`src/rtl/buffer_mux_pkg.sv`:
```
// Shared defaults and the round-robin grant search for buffer_arb_mux.
package buffer_mux_pkg;

  localparam int DEF_DATA_WIDTH = 40;
  localparam int DEF_NUM_CH     = 4;
  localparam int DEF_FIFO_DEPTH = 4;
  localparam int MAX_CH         = 16;

  // First requesting channel searching upward from last+1 (wrapping); -1 if none.
  function automatic int rr_next_grant(input logic [MAX_CH-1:0] nonempty,
                                       input int last,
                                       input int num_ch);
    int idx;
    int grant;
    grant = -1;
    for (int off = 1; off <= MAX_CH; off++) begin
      idx = last + off;
      if (idx >= num_ch) begin
        idx = idx - num_ch;
      end else begin
        idx = idx;
      end
      if ((off <= num_ch) && (grant < 0) && nonempty[idx[3:0]]) begin
        grant = idx;
      end else begin
        grant = grant;
      end
    end
    return grant;
  endfunction

endpackage

```
`src/rtl/buffer_fifo.sv`:
```
// Per-channel FIFO: wrap-around pointers plus a separate occupancy count.
module buffer_fifo #(
  parameter int DATA_WIDTH = 40,
  parameter int DEPTH      = 4
) (
  input  logic                  clk,
  input  logic                  rst_n,
  input  logic                  push,
  input  logic                  pop,
  input  logic [DATA_WIDTH-1:0] wdata,
  output logic [DATA_WIDTH-1:0] rdata,
  output logic                  full,
  output logic                  empty
);

  localparam int PTR_W = $clog2(DEPTH);
  localparam int CNT_W = $clog2(DEPTH + 1);

  logic [PTR_W-1:0]      wr_ptr_q, wr_ptr_d, rd_ptr_q, rd_ptr_d;
  logic [CNT_W-1:0]      count_q, count_d;
  logic [DATA_WIDTH-1:0] mem_q [DEPTH];
  logic [DATA_WIDTH-1:0] mem_d [DEPTH];
  logic                  push_ok_s, pop_ok_s;

  assign full  = (count_q == CNT_W'(DEPTH));
  assign empty = (count_q == {CNT_W{1'b0}});
  assign rdata = mem_q[rd_ptr_q];

  // Requests are gated by full/empty so the FIFO can never over- or underflow.
  always_comb begin
    push_ok_s = push && !full;
    pop_ok_s  = pop && !empty;
    wr_ptr_d  = push_ok_s ? wr_ptr_q + PTR_W'(1) : wr_ptr_q;
    rd_ptr_d  = pop_ok_s ? rd_ptr_q + PTR_W'(1) : rd_ptr_q;
    mem_d     = mem_q;
    if (push_ok_s) begin
      mem_d[wr_ptr_q] = wdata;
    end else begin
      mem_d = mem_q;
    end
    case ({push_ok_s, pop_ok_s})
      2'b10:   count_d = count_q + CNT_W'(1);
      2'b01:   count_d = count_q - CNT_W'(1);
      default: count_d = count_q;
    endcase
  end

  always_ff @(posedge clk or negedge rst_n) begin
    if (!rst_n) begin
      wr_ptr_q <= '0;
      rd_ptr_q <= '0;
      count_q  <= '0;
      for (int i = 0; i < DEPTH; i++) begin
        mem_q[i] <= '0;
      end
    end else begin
      wr_ptr_q <= wr_ptr_d;
      rd_ptr_q <= rd_ptr_d;
      count_q  <= count_d;
      mem_q    <= mem_d;
    end
  end

endmodule

```
`src/rtl/buffer_arb_mux.sv`:
```
// Buffered N:1 mux with fixed-select or round-robin arbitration and a registered output.
// Round-robin support is compiled in only when BUFFER_ARB_MUX_RR_EN is defined.
module buffer_arb_mux
  import buffer_mux_pkg::*;
#(
  parameter int DATA_WIDTH = DEF_DATA_WIDTH,
  parameter int NUM_CH     = DEF_NUM_CH,
  parameter int FIFO_DEPTH = DEF_FIFO_DEPTH,
  localparam int SEL_W     = $clog2(NUM_CH)
) (
  input  logic                         clk,
  input  logic                         rst_n,
  input  logic [NUM_CH-1:0]            in_valid,
  output logic [NUM_CH-1:0]            in_ready,
  input  logic [NUM_CH*DATA_WIDTH-1:0] in_data,
  input  logic [SEL_W-1:0]             selector,
  input  logic                         rr_mode,
  output logic                         out_valid,
  input  logic                         out_ready,
  output logic [DATA_WIDTH-1:0]        out_data,
  output logic [SEL_W-1:0]             out_ch
);

  logic [NUM_CH-1:0]     full_s, empty_s, pop_s;
  logic [DATA_WIDTH-1:0] rdata_s [NUM_CH];
  logic [SEL_W-1:0]      grant_s;
  logic                  grant_ok_s, fix_ok_s, load_s;
  logic                  out_valid_q, out_valid_d;
  logic [DATA_WIDTH-1:0] out_data_q, out_data_d;
  logic [SEL_W-1:0]      out_ch_q, out_ch_d;

  for (genvar c = 0; c < NUM_CH; c++) begin : g_fifo
    buffer_fifo #(
      .DATA_WIDTH (DATA_WIDTH),
      .DEPTH      (FIFO_DEPTH)
    ) u_fifo (
      .clk   (clk),
      .rst_n (rst_n),
      .push  (in_valid[c]),
      .pop   (pop_s[c]),
      .wdata (in_data[c*DATA_WIDTH +: DATA_WIDTH]),
      .rdata (rdata_s[c]),
      .full  (full_s[c]),
      .empty (empty_s[c])
    );
  end

  assign in_ready  = ~full_s;
  assign out_valid = out_valid_q;
  assign out_data  = out_data_q;
  assign out_ch    = out_ch_q;

  // Out-of-range selectors never grant.
  always_comb begin
    fix_ok_s = 1'b0;
    if (int'(selector) < NUM_CH) begin
      fix_ok_s = !empty_s[selector];
    end else begin
      fix_ok_s = 1'b0;
    end
  end

`ifdef BUFFER_ARB_MUX_RR_EN
  logic [SEL_W-1:0]  last_grant_q, last_grant_d;
  logic [MAX_CH-1:0] nonempty_s;
  int                rr_pick_s;

  always_comb begin
    grant_s    = selector;
    grant_ok_s = fix_ok_s;
    nonempty_s = '0;
    nonempty_s[NUM_CH-1:0] = ~empty_s;
    rr_pick_s  = rr_next_grant(nonempty_s, int'(last_grant_q), NUM_CH);
    if (rr_mode) begin
      if (rr_pick_s >= 0) begin
        grant_s    = SEL_W'(rr_pick_s);
        grant_ok_s = 1'b1;
      end else begin
        grant_s    = '0;
        grant_ok_s = 1'b0;
      end
    end else begin
      grant_s    = selector;
      grant_ok_s = fix_ok_s;
    end
    last_grant_d = load_s ? grant_s : last_grant_q;
  end

  // Reset value makes channel 0 the first round-robin winner.
  always_ff @(posedge clk or negedge rst_n) begin
    if (!rst_n) begin
      last_grant_q <= SEL_W'(NUM_CH - 1);
    end else begin
      last_grant_q <= last_grant_d;
    end
  end
`else
  logic unused_rr_mode_s;
  assign unused_rr_mode_s = rr_mode;

  always_comb begin
    grant_s    = selector;
    grant_ok_s = fix_ok_s;
  end
`endif

  // A load pops the granted FIFO on the same edge; a stalled output holds everything.
  always_comb begin
    load_s      = (!out_valid_q || out_ready) && grant_ok_s;
    pop_s       = '0;
    out_valid_d = out_valid_q;
    out_data_d  = out_data_q;
    out_ch_d    = out_ch_q;
    if (load_s) begin
      pop_s[grant_s] = 1'b1;
      out_valid_d    = 1'b1;
      out_data_d     = rdata_s[grant_s];
      out_ch_d       = grant_s;
    end else if (out_ready) begin
      out_valid_d = 1'b0;
    end else begin
      out_valid_d = out_valid_q;
    end
  end

  always_ff @(posedge clk or negedge rst_n) begin
    if (!rst_n) begin
      out_valid_q <= 1'b0;
      out_data_q  <= '0;
      out_ch_q    <= '0;
    end else begin
      out_valid_q <= out_valid_d;
      out_data_q  <= out_data_d;
      out_ch_q    <= out_ch_d;
    end
  end

endmodule

```
`config.mk`:
```
export PLATFORM = sky130hd
export DESIGN_NAME = buffer_arb_mux
export DESIGN_NICKNAME = d
export VERILOG_FILES = /design/src/rtl/buffer_mux_pkg.sv /design/src/rtl/buffer_fifo.sv /design/src/rtl/buffer_arb_mux.sv
export SDC_FILE = /design/constraint.sdc
export NUM_CORES = 1
export LEC_CHECK = 0
export ABC_CLOCK_PERIOD_IN_PS = 5700
export CORE_ASPECT_RATIO = 0.6
export CORE_MARGIN = 1.5
export CORE_UTILIZATION = 64
export CTS_CLUSTER_SIZE = 30
export DETAILED_ROUTE_END_ITERATION = 16
export PLACE_DENSITY_LB_ADDON = 0.3
export SETUP_SLACK_MARGIN = 0.15
export SLEW_MARGIN = 30
export SYNTH_ARGS = -nofsm -noshare
export SYNTH_HDL_FRONTEND = slang
export SYNTH_HIERARCHICAL = 1
export SYNTH_SLANG_ARGS = --single-unit
```
`constraint.sdc`:
```
create_clock -name clk -period 5.7 [get_ports clk]
set_input_delay 1.14 -clock clk [delete_from_list [all_inputs] [get_ports clk]]
set_output_delay 1.14 -clock clk [all_outputs]
set_load 0.05 [all_outputs]
```
==> run summary, run 1 <==
For this design the static power due to leakage is between 15 and 20 nW. Clock tree synthesis selected as its root buffer the cell sky130_fd_sc_hd__clkbuf_16. The multi-input combinational cells in the finished layout cover a total of around 13000 um^2. Counting every net in the synthesized netlist gives roughly 2100. The critical path in this run is classified as reg -> out. The final critical delay including setup and external delays is roughly 3.6 ns. The number of routed nets with antenna violations came out at 0.

The maximum clock rate came out at 279 MHz. The total clock buffers created by CTS came out at between 60 and 70. The pre-antenna-repair detailed-routing pass consisted of 5 iterations. In the post-synthesis netlist, the biggest area contributors are sky130_fd_sc_hd__dfrtp_1 55%, sky130_fd_sc_hd__mux2_2 22%, sky130_fd_sc_hd__mux4_2 14%.

The largest vdd supply drop is roughly 0.00035 V. The share of synthesized flip-flops with an asynchronous set or reset is 100%. The fraction of the yosys area taken by sequential cells is around 55%.

The detailed-route via count came out at between 15000 and 20000. The dominant combinational cell family by area after synthesis is multiplexers. The mapped cell area came out at 32300 um^2. For the worst flop-to-flop path, the logic depth is 11. The type of origin of the critical path is a flip-flop. STA classifies the critical path endpoint as a primary output. The average via count per standard cell came out at about 6.4.

The synthesized design devotes to its leading area cell type 55.1% of total area. The total setup buffers inserted after CTS is 0. The initial utilization of the core area, before any placement, comes to between 60% and 70%. The CTS tree is done. The clock transition at the registers of the reported paths came out at 0.06 ns.

Detailed placement finished with a half-perimeter wire length of around 48000 um. The via count of the first global-routing pass is between 15000 and 20000. In this run, the number of DRC markers left after iteration 0 of detailed routing was ~1400.

The height of the die is 177 um. The largest net degree at the start of global routing came out at 149. The routed length per placed instance came out at 28.3 um.

The adder-cell share of the synthesized area came out at 1.02%. The last weighted congestion value of the routability-driven placer is ~0.8. The DRC violation count after routing is 0. By instance count, the leading cell after synthesis is sky130_fd_sc_hd__dfrtp_1. The global-route wire length before repair is 120000 um. The total of endpoints with negative setup slack in the final report came out at 0. The number of slew-limit violations in the final report is 0. The placed cell area is roughly 35000 um^2.

The arrival time reported for the critical path endpoint is between 2 and 2.5 ns. Counting flops and latches in the post-synthesis netlist gives 711. The data required time at the worst endpoint is between 4 and 5 ns. The area of all placed cells without fillers came out at about 37000 um^2. Once the clock tree was built, the resizer swapped 0 gates to a different size.

In the synthesized netlist the dominant register cell turns out to be sky130_fd_sc_hd__dfrtp_1. The number of hold buffers added after CTS came out at 0. The final standard cell utilization of the core is between 70% and 80%. The gate count of the mapped netlist came out at around 1900.

Measured against its own limit, the worst slew margin works out to between 20 and 30%. 217 I/O pins were placed. The post-synthesis compound-gate area fraction is less than 1%. The mux share of post-synthesis cell area is between 30 and 40%. From left edge to right edge, the die measures 293 um. On the final layout, the worst clock skew is approximately 0.020 ns.

The run finished with clean final reports. For the pin with the worst max-slew slack, the measured transition is 1.06 ns. Setup slack on the worst reg-to-reg path comes out at between 3 and 4 ns. The clock latency reported for the late side of the worst-skew pair came out at 0.58 ns. For this design the ratio of total power to cell area is 634 nW/um^2. Setup repair after global routing left no endpoint under its margin. The number of warnings issued by yosys came out at 6. The area occupied by registers is roughly 18000 um^2. Summed over all instances, the cell type with the most area after synthesis is sky130_fd_sc_hd__dfrtp_1. The average cell area after synthesis is around 17 um^2.

The fraction of layout instances using a drive strength above 1 is 50.2%. The number of clock sinks is about 710. In this run the tool buffered the top-level ports with between 200 and 250 buffer cells.

The buffer levels on the longest clock path came out at 3. The basic-gate share of the synthesized area counting and, or, nand and nor cells is under 10%. The number of nets in the layout is ~2300. The area of the die came out at 51800 um^2.

The peak fanout along the critical path is 6. The post-synthesis cell type count is 29. Final hold analysis gives a worst-case slack of approximately 0.50 ns. The cell depth of the worst hold path came out at 1. The share of the clock period used by the worst path is 62.8%. Yosys mapped a number of flops with a built-in enable equal to 0. The hold violation count in the final report came out at 0.

The tool flagged a number of max-cap violations equal to 0. The final total negative setup slack came out at 0 ns. Of the total synthesized cell area, the portion taken by XOR and XNOR cells is less than 1%. The commonest cells after synthesis are 711 x sky130_fd_sc_hd__dfrtp_1, 644 x sky130_fd_sc_hd__mux2_2, 200 x sky130_fd_sc_hd__mux4_2. The total wire length is ~78000 um. The number of core rows is 63. In this run the number of H-tree levels came out at 3. In the global route stage, overall resource usage came out at a little under a third. The layout overhead on the synthesized area is 14.6%. The layout has between 2000 and 3000 filler cells. The core region is a little under 50000 um^2. The initial antenna violation count is 11. The total congestion overflow after global routing came out at 0. The class of the tightest hold or removal check is reg -> reg.
final timing paths:
kind,start,endpoint
worst max-delay path,g_fifo[1].u_fifo/count_q[0],in_ready[1]
worst min-delay path,g_fifo[2].u_fifo/mem_q[59],g_fifo[2].u_fifo/mem_q[59]
worst max register to register,g_fifo[3].u_fifo/count_q[0],g_fifo[3].u_fifo/count_q[2]
worst min register to register,g_fifo[2].u_fifo/mem_q[59],g_fifo[2].u_fifo/mem_q[59]
max in group asynchronous,rst_n,g_fifo[2].u_fifo/mem_q[72]
min in group asynchronous,rst_n,out_data[14]
cell usage in the layout (no fill, tap or decap), types with 2 or more instances in the layout:
master	instances
sky130_fd_sc_hd__clkinvlp_4	3
sky130_fd_sc_hd__clkinv_2	16
sky130_fd_sc_hd__dfrtp_4	5
sky130_fd_sc_hd__clkbuf_1	12
sky130_fd_sc_hd__mux2i_1	5
sky130_fd_sc_hd__o31a_1	4
sky130_fd_sc_hd__ha_1	20
sky130_fd_sc_hd__buf_16	2
sky130_fd_sc_hd__mux2_2	644
sky130_fd_sc_hd__nor3b_4	4
sky130_fd_sc_hd__clkdlybuf4s50_1	212
sky130_fd_sc_hd__buf_4	27
sky130_fd_sc_hd__inv_1	25
sky130_fd_sc_hd__nor3_1	4
sky130_fd_sc_hd__bufinv_16	3
sky130_fd_sc_hd__nor2_1	6
sky130_fd_sc_hd__diode_2	7
sky130_fd_sc_hd__clkbuf_16	71
sky130_fd_sc_hd__mux2_4	41
sky130_fd_sc_hd__clkbuf_8	11
sky130_fd_sc_hd__xnor2_1	12
sky130_fd_sc_hd__mux4_2	200
sky130_fd_sc_hd__xor2_1	12
sky130_fd_sc_hd__buf_12	10
sky130_fd_sc_hd__nor2_4	16
sky130_fd_sc_hd__nand2_1	21
sky130_fd_sc_hd__nor4_1	2
sky130_fd_sc_hd__nand2b_1	5
sky130_fd_sc_hd__dfrtp_1	703
sky130_fd_sc_hd__dfrtp_2	3
sky130_fd_sc_hd__fa_1	4
per-stage QoR:
stage / setup slack (ns) / std cells / total power, mW
2_1_floorplan: 2.55 / 1863 / 16.3
3_3_place_gp: 1.75 / 2638 / 18.3
3_5_place_dp: 1.56 / 2644 / 18.9
4_1_cts: 2.11 / 2761 / 23.4
5_1_grt: 2.02 / 2768 / 24.5
6_report: 2.12 / 2770 / 23.4
routing by layer:
metal / wire (um) / GRT usage [%] / vias up
met1: 32900 / 43.4 / 9691
met4: 1570 / 8.12 / 8
met3: 5210 / 6.77 / 119
met2: 38600 / 50.9 / 626
met5: 53 / 0 / -
li1: - / - / 7352
where the power goes:
part           internal, mW  switching [mW]  total [mW]
registers              7.68            1.73        9.41
clock network          2.55            1.90        4.45
logic                  5.61            3.96        9.57
total                  15.8            7.59        23.4
final cells by class:
class | instances | share of cell area, %
Sequential cell | 711 | 48.2
Multi-Input combinational cell | 1007 | 36.4
Timing Repair Buffer | 252 | 7.02
Clock buffer | 94 | 5.33
Tap cell | 650 | 2.20
Clock inverter | 23 | 0.545
Inverter | 26 | 0.264
Antenna cell | 7 | 0.0474
state kept, by name (all words and copies together), names as in the netlist:
register and cells:
g_fifo.u_fifo/count_q 12, g_fifo.u_fifo/mem_q 640, g_fifo.u_fifo/rd_ptr_q 8, g_fifo.u_fifo/wr_ptr_q 8, out_ch 2, out_data 40, out_valid 1
cells by family (layout without fill, tap and decap cells):
logic type / Yosys count / in the layout
XOR/XNOR: 24 / 24
buffers and inverters: 145 / 395
multiplexers: 891 / 891
AND/OR/NAND/NOR: 62 / 62
flip-flops: 711 / 711
other: 0 / 7
adder cells (fa/ha/maj): 24 / 24
AO/OA/AOI/OAI: 6 / 6
worst max-delay path: stages (launching register included):
cell and delay, ns:
sky130_fd_sc_hd__dfrtp_1 0.46, sky130_fd_sc_hd__nor3b_4 0.53, sky130_fd_sc_hd__inv_1 0.14, sky130_fd_sc_hd__clkdlybuf4s50_1 0.73
(Power assumes the default switching activity.)
==> run 2: changes to the inputs <==
--- a/config.mk
+++ b/config.mk
@@ -5,10 +5,10 @@
 export SDC_FILE = /design/constraint.sdc
 export NUM_CORES = 1
 export LEC_CHECK = 0
-export ABC_CLOCK_PERIOD_IN_PS = 5700
+export ABC_CLOCK_PERIOD_IN_PS = 3100
 export CORE_ASPECT_RATIO = 0.6
 export CORE_MARGIN = 1.5
-export CORE_UTILIZATION = 64
+export CORE_UTILIZATION = 54
 export CTS_CLUSTER_SIZE = 30
 export DETAILED_ROUTE_END_ITERATION = 16
 export PLACE_DENSITY_LB_ADDON = 0.3
==> constraint.sdc (replaced) <==
create_clock -name clk -period 3.1 [get_ports clk]
set_input_delay 0.62 -clock clk [delete_from_list [all_inputs] [get_ports clk]]
set_output_delay 0.62 -clock clk [all_outputs]
set_load 0.05 [all_outputs]
==> run 2 against run 1 <==
Net effect: clock skew is 0.0039 ns lower; die area is 18% higher; combinational power is 88% higher; critical path depth is 1 higher; sequential cell count stayed put; total power is 85% higher; clock power is 82% higher; count of clock-buffer cells in the layout is 9 higher; final area is 1.6% higher; global-route usage is 3.9 points lower; final cell count is 6.6% higher; critical endpoint unchanged; highest routed layer unchanged.
==> run summary, run 2 (same netlist as run 1, synthesis figures left out) <==
After floorplanning, the core was divided into between 60 and 70 placement rows. The worst setup path is captured at a primary output. The top-level I/O count is around 220.

The class of the tightest hold or removal check is in -> reg. Clock-pin slew was measured on the worst setup and hold paths at 0.06 ns. The share of the clock period used by the worst path is between 90% and 100%. The startpoint identified for the worst hold timing path is selector[0]. The largest vdd supply drop is between 0.0006 and 0.0007 V. The via count of the first global-routing pass is 19320. The height of the die is between 150 and 200 um. Global routing used 27.4% of the available tracks across all layers. The worst setup path is launched from a flip-flop.

The number of slew-limit violations in the final report came out at 0. In this run the static leakage power is 15.4 nW. The buffer levels on the longest clock path came out at 3. The tightest hold margin came out at about 0.32 ns. TritonCTS built the clock tree. The routed length per placed instance is ~27 um. The total clock buffers created by CTS is between 60 and 70.

For this run the aggregate overflow at the end of global routing stands at 0. The peak fanout along the critical path is 6. The number of maximum-capacitance constraint violations came out at 0. The die width came out at ~320 um. The layout overhead on the synthesized area came out at 16.5%. The detailed router placed around 18000 vias in this run. The maximum clock rate is around 350 MHz. The total wire length came out at about 81000 um. After the first detailed-routing iteration, the DRC count stood at 1142. The final total negative setup slack came out at 0 ns. The placeable core area is 59100 um^2. The total power draw is roughly 43 mW. The number of routed nets with antenna violations came out at 0. Detailed placement finished with a half-perimeter wire length of around 52000 um. The clock reaches the later pin of the worst-skew pair after 0.60 ns.

The largest net degree at the start of global routing is 84. The number of search-and-repair iterations in the first detailed-routing pass is 5. The worst hold path endpoint is out_valid. The total of endpoints with negative setup slack in the final report came out at 0.

In this run the clock root is driven by a sky130_fd_sc_hd__clkbuf_16. The number of clock sinks came out at around 700. Setup repair after global routing left no endpoint under its margin. The worst hold path was traced through 3 stages.

The last weighted congestion value of the routability-driven placer is ~0.8. The launch instance of the worst register-to-register path is g_fifo[0].u_fifo/rd_ptr_q[0]. The worst register-to-register path ends at out_data[35]. The slack of the worst reg-to-reg path is around 0.64 ns. The hold violation count in the final report came out at 0. Of the cells placed in the final design, the portion with a size suffix greater than 1 is around 51%. The slew of the pin with the lowest slew margin came out at about 0.87 ns.

The critical path class is reg -> out. For this run, the post-layout net count is 2305. The register ranked first by flip-flop count is g_fifo.u_fifo/mem_q. The initial antenna violation count is 13. The library cell used most frequently in the layout, excluding fill and tap cells, is sky130_fd_sc_hd__dfrtp_1. The clock tree skew after final layout is 0.0164 ns.

In this run the power density over the cells is around 1200 nW/um^2. The flow ran to the end, and the final reports show no timing, DRC or antenna violations. The final critical delay including setup and external delays came out at about 2.9 ns. Using the TritonRoute via totals, the vias-per-cell ratio works out to 6.07. The die covers ~60000 um^2.

The DRC violation count after routing is 0. Leaving out fill and tap cells, the most frequent cells in the layout are 703 x sky130_fd_sc_hd__dfrtp_1, 644 x sky130_fd_sc_hd__mux2_2, 211 x sky130_fd_sc_hd__clkdlybuf4s50_1. The worst slew margin relative to its limit is 41.9%.

The data required time at the worst endpoint came out at 2.48 ns. The flip-flop count of the largest register after layout came out at 640. The starting density of the core is 54.6%. For the worst flop-to-flop path, the logic depth is 4. The H-tree generated during clock tree synthesis spans 3 levels. The count of input and output buffers is between 200 and 250. The arrival time reported for the critical path endpoint came out at between 2 and 2.5 ns. The first global-routing pass estimated approximately 120000 um of wire.
==> run 2: power by group <==
| group | internal, mW | switching [mW] | leakage (nW) |
|---|---|---|---|
| registers | 14.1 | 3.06 | 8.42 |
| clock network | 4.57 | 3.54 | 1.06 |
| logic | 10.6 | 7.41 | 5.95 |
| total | 29.3 | 14.0 | 15.4 |
==> run 2: worst max path at each step <==
stage | endpoint | startpoint | slack (ns)
after global placement | g_fifo[3].u_fifo/count_q[2] | out_ready | 0.22
after CTS | in_ready[1] | g_fifo[1].u_fifo/count_q[2] | 0.18
final | in_ready[1] | g_fifo[1].u_fifo/count_q[2] | 0.24
after detailed placement | g_fifo[2].u_fifo/count_q[2] | out_ready | 0.20
after global routing | in_ready[1] | g_fifo[1].u_fifo/count_q[2] | 0.16
after floorplan | g_fifo[2].u_fifo/count_q[2] | selector[1] | 0.47
==> run 2: worst max-delay path, stage by stage, from the launching register on <==
cell	delay [ns]
sky130_fd_sc_hd__dfrtp_1	0.42
sky130_fd_sc_hd__nor3b_4	0.16
sky130_fd_sc_hd__buf_4	0.18
sky130_fd_sc_hd__inv_1	0.09
sky130_fd_sc_hd__clkdlybuf4s50_1	0.81
==> run 2: final cells by class <==
| class | instances | area [um^2] |
|---|---|---|
| timing repair buffer | 297 | 3070 |
| tap | 781 | 977 |
| sequential | 711 | 17800 |
| clock inverter | 20 | 138 |
| clock buffer | 103 | 2010 |
| inverter | 26 | 97.6 |
| multi-input combinational | 1007 | 13500 |
| fill | 4120 | 21500 |
| antenna | 9 | 22.5 |
==> run 2: layer usage <==
layer | share of wire [%] | track usage, % | wire (um)
met2 | 47 | 43.0 | 38100
met3 | 7.0 | 6.22 | 5630
met1 | 44 | 38.9 | 35500
met5 | 0.075 | 0 | 61
met4 | 1.9 | 7.16 | 1540
==> run 2: stage by stage <==
step / cell area (um^2) / setup WS [ns] / cells / utilization [%]
2_1_floorplan: 32300 / 0.471 / 1863 / -
3_3_place_gp: 35400 / 0.219 / 2820 / 59.9
3_5_place_dp: 35400 / 0.205 / 2820 / 59.9
4_1_cts: 37600 / 0.184 / 2945 / 63.5
5_1_grt: 37600 / 0.161 / 2948 / 63.6
6_report: 37600 / 0.236 / 2954 / 63.6
==> run 2: timing repair <==
action,in CTS,in global routing
setup endpoints to repair,2,0
resized for setup,1,0
hold buffers,1,0
hold endpoints to repair,46,0
buffers inserted,1,0
==> run 3: changes to the inputs <==
--- a/config.mk
+++ b/config.mk
@@ -11,7 +11,8 @@
 export CORE_UTILIZATION = 54
 export CTS_CLUSTER_SIZE = 30
 export DETAILED_ROUTE_END_ITERATION = 16
-export PLACE_DENSITY_LB_ADDON = 0.3
+export PLACE_DENSITY = 0.88
+export RECOVER_POWER = 50
 export SETUP_SLACK_MARGIN = 0.15
 export SLEW_MARGIN = 30
 export SYNTH_ARGS = -nofsm -noshare
==> run 3 against run 2 <==
Net effect: utilization decreased by 0.45 points; via count is 1.7% higher; global-route usage up 0.88 points; final cell count decreased by 0.51%; wire length increased by 3.4%; sequential power is essentially flat; worst setup slack improved by 0.069 ns; sequential cell count did not move; combinational power about the same; the flow now finishes with violations (max-capacitance violations, max-slew violations); register-to-register slack worse by 0.33 ns.
==> run summary, run 3 (same netlist as run 1, synthesis figures left out) <==
The flow ran to the end, but the final reports show violations. The final reports fail on max-capacitance violations, max-slew violations. The peak fanout along the critical path came out at 6. The library cells used most frequently in the layout, excluding fill and tap cells, are 703 x sky130_fd_sc_hd__dfrtp_1, 644 x sky130_fd_sc_hd__mux2_2, 209 x sky130_fd_sc_hd__clkdlybuf4s50_1. Global routing used between 20% and 30% of the available tracks. The placeable core area came out at approximately 59000 um^2. The type of origin of the critical path is a flip-flop. The library cell used most frequently in the layout, excluding fill and tap cells, is sky130_fd_sc_hd__dfrtp_1. The hold violation count in the final report is 0. CTS placed an instance of sky130_fd_sc_hd__clkbuf_16 at the clock tree root. The routed layout has approximately 18000 vias. The biggest cell delay along the critical path is roughly 0.58 ns. The tree built by TritonCTS fans out to between 700 and 800 sinks. The total of endpoints with negative setup slack in the final report came out at 0. For the worst setup path, the data arrival time is 2.17 ns.

The slack of the worst reg-to-reg path is about 0.31 ns. The post-route netlist has between 50% and 60% of its cells at a drive strength greater than 1. The worst setup path is captured at a primary output. The final critical delay including setup and external delays came out at 2.79 ns. The area of the die came out at between 60000 and 70000 um^2.

The count of input and output buffers came out at about 220. The number of buffers and inverters on the critical path came out at 3. In this run the worst hold path is classified as in -> reg. The critical path class is reg -> out.

The clock transition at the registers of the reported paths is 0.07 ns. The total clock buffers created by CTS is 66. The via count of the first global-routing pass is 20391. At the end of the flow, the number of nets in the layout was ~2300. The clock tree skew after final layout is 0.0279 ns. The largest vdd supply drop is 0.000540 V. The number of slew-limit violations in the final report is roughly 210. The share of the clock period used by the worst path is between 90% and 100%.

The number of core rows is between 60 and 70. The worst slew margin relative to its limit is -12.7%. The average via count per standard cell came out at slightly above 6. The height of the die is around 190 um.

Total power for the finished layout comes to between 40 and 50 mW. The clock latency reported for the late side of the worst-skew pair is around 0.62 ns. Counting along the longest clock path gives a buffer depth of 3. The total congestion overflow after global routing is 0. The global-route wire length before repair came out at around 130000 um. The total half-perimeter wirelength after legalization and detailed placement is approximately 55000 um. The register ranked first by flip-flop count is g_fifo.u_fifo/mem_q.

At the placement stage, the worst setup path has a slack of 0.122 ns. The register with the most flip-flops in the layout has 640 of them. The top-level I/O count came out at 217. Traced cell by cell, the critical path runs through nor3b_1 -> buf_4 -> inv_1 -> dlygate4sd2_1. Relative to the synthesized area, the layout overhead comes to 15.6%. For this block, the routed nets add up to about 84000 um of wire. Summed over all cells, the static leakage comes to roughly 15 nW. The number of fill cells in the layout came out at between 3000 and 4000. The die width came out at around 320 um. The number of levels in the clock H-tree is 3. The initial antenna violation count came to 24. The routed length per placed instance came out at 28.4 um. The maximum clock rate came out at approximately 360 MHz. The total power per unit cell area is roughly 1200 nW/um^2. The number of maximum-capacitance constraint violations is 7. For this block, the initial DRC count from the detailed router was approximately 1400.

For this configuration, the core starts out at a cell density of ~55%. In the post-route analysis, the smallest setup slack over all paths is about 0.3 ns. The slew of the pin with the lowest slew margin came out at 1.69 ns. Routability-driven placement finished with a final weighted congestion of approximately 0.8. The DRC violation count after routing is 0.

The largest net degree at the start of global routing came out at about 110. The highest-delay cell along the critical path is sky130_fd_sc_hd__dlygate4sd2_1. The data required time at the worst endpoint came out at 2.48 ns. The detail route stage leaves a number of antenna-violating nets equal to 0. The final total negative setup slack is 0 ns. TritonCTS built the clock tree.

The first detailed-routing pass ran for 7 iterations. The cell family contributing the most delay on the critical path is buffers and inverters. Setup repair after global routing left no endpoint under its margin.
[run 3: cell count changes in the layout (fill, tap and decap cells not counted), moves of 3 or more]
| cell | change |
|---|---|
| sky130_fd_sc_hd__clkbuf_4 | +3 |
| sky130_fd_sc_hd__buf_4 | -18 |
| sky130_fd_sc_hd__bufinv_16 | +4 |
| sky130_fd_sc_hd__nor3b_1 | +3 |
| sky130_fd_sc_hd__buf_12 | -11 |
| sky130_fd_sc_hd__nor3b_4 | -3 |
| sky130_fd_sc_hd__clkbuf_1 | +6 |
| sky130_fd_sc_hd__clkinv_2 | -4 |
| sky130_fd_sc_hd__clkbuf_2 | +6 |
[run 3: per-stage QoR]
stage | hold WS, ns | utilization [%] | cells | cell area [um^2]
6_report | 0.433 | 63.1 | 2939 | 37300
5_1_grt | 0.432 | 63.1 | 2933 | 37300
4_1_cts | 0.409 | 63.4 | 2928 | 37500
3_5_place_dp | 0.491 | 59.7 | 2816 | 35300
3_3_place_gp | 0.483 | 59.7 | 2816 | 35300
2_1_floorplan | 0.324 | - | 1863 | 32300
[run 3: repair_timing]
action	CTS	global route
hold endpoints to repair	13	0
pin swaps	1	0
endpoints found under the setup margin	3	1
setup buffers	1	0
resized for setup	2	1
hold buffers	1	0
[run 3: worst paths after layout]
path / startpoint / to / cells past startpoint
worst max-delay path: g_fifo[0].u_fifo/count_q[2] / in_ready[0] / 4
worst min-delay path: selector[0] / out_valid / 3
worst max register to register: g_fifo[3].u_fifo/count_q[2] / g_fifo[3].u_fifo/mem_q[5] / 5
worst min register to register: g_fifo[2].u_fifo/mem_q[79] / g_fifo[2].u_fifo/mem_q[79] / 1
max in group asynchronous: rst_n / g_fifo[2].u_fifo/mem_q[110] / 3
min in group asynchronous: rst_n / g_fifo[1].u_fifo/mem_q[56] / 2
[run 3: power by group]
| group | switching, mW | internal, mW |
|---|---|---|
| sequential | 3.19 | 14.1 |
| clock | 3.51 | 4.75 |
| combinational | 7.63 | 10.5 |
[run 3: final cells by class]
type | instances | area (um^2) | area share, %
timing repair buffer | 293 | 2830 | 7.57
multi-input combinational | 1007 | 13400 | 36.0
inverter | 26 | 97.6 | 0.261
antenna | 11 | 27.5 | 0.0737
sequential | 711 | 17800 | 47.7
tap | 781 | 977 | 2.62
clock inverter | 20 | 249 | 0.667
clock buffer | 90 | 1920 | 5.13
[run 3: routing by layer]
metal / global-route usage [%] / vias to the layer above / wire length (um)
met2: 44.0 / 687 / 39300
met1: 37.3 / 9928 / 34800
met4: 9.88 / 18 / 2170
li1: - / 7433 / -
met3: 9.54 / 163 / 7220
met5: 0 / - / 109
[run 3: worst register-to-register path, stage by stage, from the launching register on]
cell and delay, ns:
sky130_fd_sc_hd__dfrtp_1 0.41, sky130_fd_sc_hd__nor3b_1 0.15, sky130_fd_sc_hd__clkbuf_1 0.23, sky130_fd_sc_hd__nor2_4 0.16, sky130_fd_sc_hd__clkbuf_1 1.23, sky130_fd_sc_hd__mux2_2 0.47
